$ cat src/rtl/serial_add_pkg.sv
// ============================================================================
// Module      : serial_add_pkg
// Description : Shared types and constants for the bit-serial adder.
//               FSM state encoding and the default operand width.
// Revision    : 1.0 - initial release
// ============================================================================
`default_nettype none

package serial_add_pkg;

  // Default operand width in bits
  localparam int DEFAULT_WIDTH = 8;

  // Controller states
  typedef enum logic [1:0] {
    IDLE = 2'd0,
    RUN  = 2'd1,
    DONE = 2'd2
  } state_t;

endpackage

`default_nettype wire

$ cat src/rtl/serial_add_seq_fa_2ha.sv
// ============================================================================
// Module      : fa_2ha
// Description : 1-bit full adder made of two half-adder stages. The carries
//               of the two stages are ORed; they can never both be set.
// Revision    : 1.0 - initial release
// ============================================================================
`default_nettype none

module fa_2ha (
  input  logic a_i,
  input  logic b_i,
  input  logic cin_i,
  output logic sum_o,
  output logic cout_o
);

  logic w_ha1_sum;
  logic w_ha1_carry;
  logic w_ha2_carry;

  // First half adder: operand bits
  assign w_ha1_sum   = a_i ^ b_i;
  assign w_ha1_carry = a_i & b_i;

  // Second half adder: partial sum plus incoming carry
  assign sum_o       = w_ha1_sum ^ cin_i;
  assign w_ha2_carry = w_ha1_sum & cin_i;

  // Carry-out
  assign cout_o      = w_ha1_carry | w_ha2_carry;

endmodule

`default_nettype wire

$ cat src/rtl/serial_add_seq.sv
// ============================================================================
// Module      : serial_add_seq
// Description : Bit-serial adder. Operands are captured on an accepted start
//               and added LSB first, one bit per clock, through a single
//               shared full adder. done pulses for one cycle when the result
//               is ready; sum/cout then hold until the next accepted start.
//               Optional macro SERIAL_ADD_CIN_EN adds a carry-in port cin.
// Revision    : 1.0 - initial release
// ============================================================================
`default_nettype none

module serial_add_seq
  import serial_add_pkg::*;
#(
  parameter int WIDTH = DEFAULT_WIDTH
) (
  input  logic             clk,
  input  logic             rst_n,
  input  logic             start,
  input  logic [WIDTH-1:0] a,
  input  logic [WIDTH-1:0] b,
`ifdef SERIAL_ADD_CIN_EN
  input  logic             cin,
`endif
  output logic             busy,
  output logic             done,
  output logic [WIDTH-1:0] sum,
  output logic             cout
);

  // Counter is one bit wider than needed to index WIDTH-1 so that reaching
  // WIDTH after the last bit never wraps.
  localparam int              CNT_W    = $clog2(WIDTH) + 1;
  localparam logic [CNT_W-1:0] LAST_BIT = CNT_W'(WIDTH - 1);

  state_t             state_q;
  logic [WIDTH-1:0]   a_q;
  logic [WIDTH-1:0]   b_q;
  logic [WIDTH-1:0]   sum_q;
  logic [WIDTH-1:0]   sum_d;
  logic [CNT_W-1:0]   cnt_q;
  logic               carry_q;
  logic               cout_q;
  logic               busy_q;
  logic               done_q;

  logic               w_fa_sum;
  logic               w_fa_cout;
  logic               w_carry_init;
  logic               w_accept;

`ifdef SERIAL_ADD_CIN_EN
  assign w_carry_init = cin;
`else
  assign w_carry_init = 1'b0;
`endif

  // Start is honoured everywhere except while an addition is running
  assign w_accept = start && (state_q != RUN);

  // The single shared full adder works on the current LSBs
  fa_2ha u_fa (
    .a_i    (a_q[0]),
    .b_i    (b_q[0]),
    .cin_i  (carry_q),
    .sum_o  (w_fa_sum),
    .cout_o (w_fa_cout)
  );

  // New sum bit enters at the MSB; after WIDTH shifts bit 0 is the LSB
  if (WIDTH == 1) begin : g_sum_w1
    assign sum_d = w_fa_sum;
  end else begin : g_sum_wn
    assign sum_d = {w_fa_sum, sum_q[WIDTH-1:1]};
  end

  // Controller: state, counter, operand/result shift registers and outputs
  always_ff @(posedge clk or negedge rst_n) begin
    if (!rst_n) begin
      state_q <= IDLE;
      a_q     <= '0;
      b_q     <= '0;
      sum_q   <= '0;
      cnt_q   <= '0;
      carry_q <= 1'b0;
      cout_q  <= 1'b0;
      busy_q  <= 1'b0;
      done_q  <= 1'b0;
    end else begin
      case (state_q)
        RUN: begin
          sum_q   <= sum_d;
          a_q     <= a_q >> 1;
          b_q     <= b_q >> 1;
          carry_q <= w_fa_cout;
          cnt_q   <= cnt_q + 1'b1;
          if (cnt_q == LAST_BIT) begin
            state_q <= DONE;
            cout_q  <= w_fa_cout;
            busy_q  <= 1'b0;
            done_q  <= 1'b1;
          end
        end
        default: begin
          // IDLE and DONE behave alike: accept a start or rest in IDLE
          if (w_accept) begin
            state_q <= RUN;
            a_q     <= a;
            b_q     <= b;
            sum_q   <= '0;
            cnt_q   <= '0;
            carry_q <= w_carry_init;
            cout_q  <= 1'b0;
            busy_q  <= 1'b1;
            done_q  <= 1'b0;
          end else begin
            state_q <= IDLE;
            busy_q  <= 1'b0;
            done_q  <= 1'b0;
          end
        end
      endcase
    end
  end

  assign busy = busy_q;
  assign done = done_q;
  assign sum  = sum_q;
  assign cout = cout_q;

endmodule

`default_nettype wire
$ cat config.mk
export PLATFORM = sky130hd
export DESIGN_NAME = serial_add_seq
export DESIGN_NICKNAME = d
export VERILOG_FILES = /design/src/rtl/serial_add_pkg.sv /design/src/rtl/serial_add_seq_fa_2ha.sv /design/src/rtl/serial_add_seq.sv
export SDC_FILE = /design/constraint.sdc
export NUM_CORES = 1
export LEC_CHECK = 0
export CORE_AREA = 8 8 64 72
export CTS_BUF_LIST = sky130_fd_sc_hd__clkbuf_8 sky130_fd_sc_hd__clkbuf_16
export DETAILED_ROUTE_END_ITERATION = 10
export DIE_AREA = 0 0 72 80
export PLACE_DENSITY = 0.69
export SYNTH_ARGS = -nofsm -noshare
export SYNTH_HDL_FRONTEND = slang
export SYNTH_SLANG_ARGS = --single-unit
$ cat constraint.sdc
create_clock -name clk -period 3.8 [get_ports clk]
set_input_delay 0.38 -clock clk [delete_from_list [all_inputs] [get_ports clk]]
set_output_delay 0.38 -clock clk [all_outputs]
set_load 0.1 [all_outputs]
==> qor.csv <==
metric,value,unit
hold path endpoint,a_q[1],
Max-Cap Viols,0,
buffers and inverters on the worst path,1,
number of synthesized register bits,32,
number of placement rows,23,
maximum buffer depth of the clock tree,2,
initial standard-cell utilization of the core,42.7,%
average size of a mapped cell,11.0,µm²
Wirelength per Cell,12.9,µm
CTS-repair resized insts,0,
FF-to-FF End,cnt_q[0],
post-synthesis cell type with the largest combined area,sky130_fd_sc_hd__dfrtp_1,
number of synthesized flops with an enable pin,0,
maximum vdd ir drop,0.000310,V
HP Start,a_q[2],
aggregate routed wire length,2770,µm
final setup TNS,0,ps
pin count of the biggest net entering global routing,44,
async set-reset flop share out of synthesis,100,%
antenna diode count,0,
area inside the core boundary,0.00348,mm²
top cells by instance count after synthesis,"36 x sky130_fd_sc_hd__nand2_1, 32 x sky130_fd_sc_hd__dfrtp_1, 17 x sky130_fd_sc_hd__mux2i_1, 14 x sky130_fd_sc_hd__o21ai_1, 11 x sky130_fd_sc_hd__nand3b_1",
internal cell power,0.894,mW
WHS Path Cells,2,
ratio of cells with drive above 1 in the final layout,9.09,%
worst path arrival time,1830,ps
H-Tree Depth,2,
CTS Buf Count,5,
cell breakdown of the critical path,clkdlybuf4s50_1,
dominant cells by area after synthesis,"sky130_fd_sc_hd__dfrtp_1 54%, sky130_fd_sc_hd__mux2i_1 11%, sky130_fd_sc_hd__nand2_1 9.1%",
LEAKAGE,0.882,nW
f_max,452,MHz
Post-CTS Hold Fix Bufs,0,
number of inserted filler cells in the final layout,307,
placed inst area,0.00179,mm²
area growth from synthesis to layout,26.7,%
startpoint of the worst setup timing path,state_q[0],
post-detail-place hpwl,1950,µm
ratio of final minimum period to clock period,58.2,%
antenna violations before repair,0,
worst hold slack across all endpoints,487,ps
share of the synthesized area in the top cell type,53.8,%
Slew Limit Fails,0,
maximum fanout encountered on the critical timing path,3,
worst slew pin tran,984,ps
wire length of the first global-routing pass,4760,µm
initial detailed-routing violation count,56,
DRC Markers,0,
fraction of power consumed by combinational cells,49.8,%
ratio of routed vias to standard cells,4.84,
aggregate global-route resource usage,10.5,%
router iterations before antenna repair,4,
clock-pin slew on the worst setup and hold paths,60,ps
count of mapped cells out of synthesis,135,
detailed-route via count,1040,
post-CTS setup-driven buffer insertion count,0,
unrepaired setup endpoints after global routing,false,
"Largest stage delay, worst path",1160,ps
pre-CTS setup slack,1790,ps
total congestion overflow,0,
register share of total power,34.1,%
fin crit period,2210,ps
number of sinks driven by the clock tree,32,
status,"complete, no violations",
Die Y-Extent,80,µm
most frequent cell after synthesis,sky130_fd_sc_hd__nand2_1,
PwrDens,907,mW/mm²
slew margin rel.,34.2,%
full die area,0.00576,mm²
part of the total power dissipated in the clock network,16.1,%
Setup crit end kind,output port,
vias in the first global route,1039,
total of endpoints with negative setup slack in the final report,0,
cell area after synthesis,0.00149,mm²
CP required,3420,ps
endpoints failing hold,0,
power spent charging and discharging nets,0.817,mW
final setup margin,1590,ps
path depth of the worst reg2reg path,4,
# IOs,30,
Setup Skew,4.60,ps
Layout Cell Area excl Fill,0.00189,mm²
proportion of synthesized chip area in sequential cells,53.8,%
largest delay contributor family on the critical path,buffers and inverters,
reg2reg start,done,
register-to-register setup slack,2420,ps
NumNets Final,186,
overall die width,72,µm
distinct cell type count after synthesis,22,
Clk Tree Root Cell,sky130_fd_sc_hd__clkbuf_8,
count of buffers inserted at the top-level ports,29,
library cell contributing the largest single delay on the critical path,sky130_fd_sc_hd__clkdlybuf4s50_1,
clock tree from TritonCTS,done,
net switching fraction of the power,47.7,%
count of nets left with antenna violations after detail routing,0,
syn nets,156,
Post-synth top flop,sky130_fd_sc_hd__dfrtp_1,
synth warn,0,
critical path startpoint category,flop,
CP Class,flop to output port,
classification of the worst-slack hold path,flop to flop,
routability cong.,0.720,
clock insertion delay at the later pin of the skew report,280,ps
==> per-stage QoR <==
step,util (%),power (mW),instances
2_1_floorplan,-,1.29,135
3_3_place_gp,51.4,1.43,208
3_5_place_dp,51.4,1.45,208
4_1_cts,54.2,1.73,215
5_1_grt,54.2,1.82,215
6_report,54.2,1.71,215
==> state kept, by name, indices dropped and copies added (netlist names) <==
name and cells:
a_q 8, b_q 8, done 1, cnt_q 4, cout 1, sum 8, state_q 1, carry_q 1
==> power by group through the flow <==
stage / registers [mW] / clock network (mW) / logic, mW
floorplan: 0.916 / 0 / 0.378
global placement: 0.582 / 0 / 0.845
detailed placement: 0.590 / 0 / 0.863
CTS: 0.584 / 0.283 / 0.864
global route: 0.604 / 0.300 / 0.919
finish: 0.583 / 0.275 / 0.852
==> cell type report <==
cell class	count	area, µm²	area share (%)
tap	50	62.6	3.32
multi-input combinational	94	613	32.5
sequential	32	801	42.5
clock buffer	7	96.3	5.11
timing repair buffer	32	313	16.6
==> worst max-delay path by stage <==
stage          endpoint  cells past startpoint  slack (ps)
4_1_cts            busy                      1        1570
3_5_place_dp   cnt_q[0]                      4        1790
2_1_floorplan      cout                      3        2040
3_3_place_gp   cnt_q[0]                      4        1800
5_1_grt            busy                      1        1530
6_report           busy                      1        1590
==> cell families (layout without fill, tap and decap cells) <==
logic type | count (synthesis) | after routing | share of synthesized area (%)
muxes | 20 | 20 | 14.2
xor gates and xnor gates | 1 | 1 | 0.589
DFF | 32 | 32 | 53.8
buffers and inverters | 9 | 39 | 4.96
and+or+nand+nor | 55 | 55 | 18.7
adders and majority gates | 2 | 2 | 2.19
AOI/OAI and AO/OA | 16 | 16 | 5.55
==> placed cells by master, fill, tap and decap left out, drive strengths merged <==
cell type / count
a21boi: 1
and2b: 1
buf: 3
clkbuf: 7
clkdlybuf4s50: 29
dfrtp: 32
fa: 1
ha: 1
mux2: 3
mux2i: 17
nand2: 36
nand2b: 1
nand3: 1
nand3b: 11
nor2: 4
nor3: 1
o21ai: 15
xor2: 1
==> metal layers <==
metal | track usage (%) | routed length [µm] | share of wire, % | vias to the layer above
met5 | 0 | 0 | 0 | -
met3 | 4.90 | 224 | 8.1 | 6
met2 | 16.6 | 1290 | 46 | 31
met1 | 11.9 | 1220 | 44 | 493
li1 | - | - | - | 510
met4 | 4.29 | 44 | 1.6 | 0
Power figures use the tool's default switching activity.
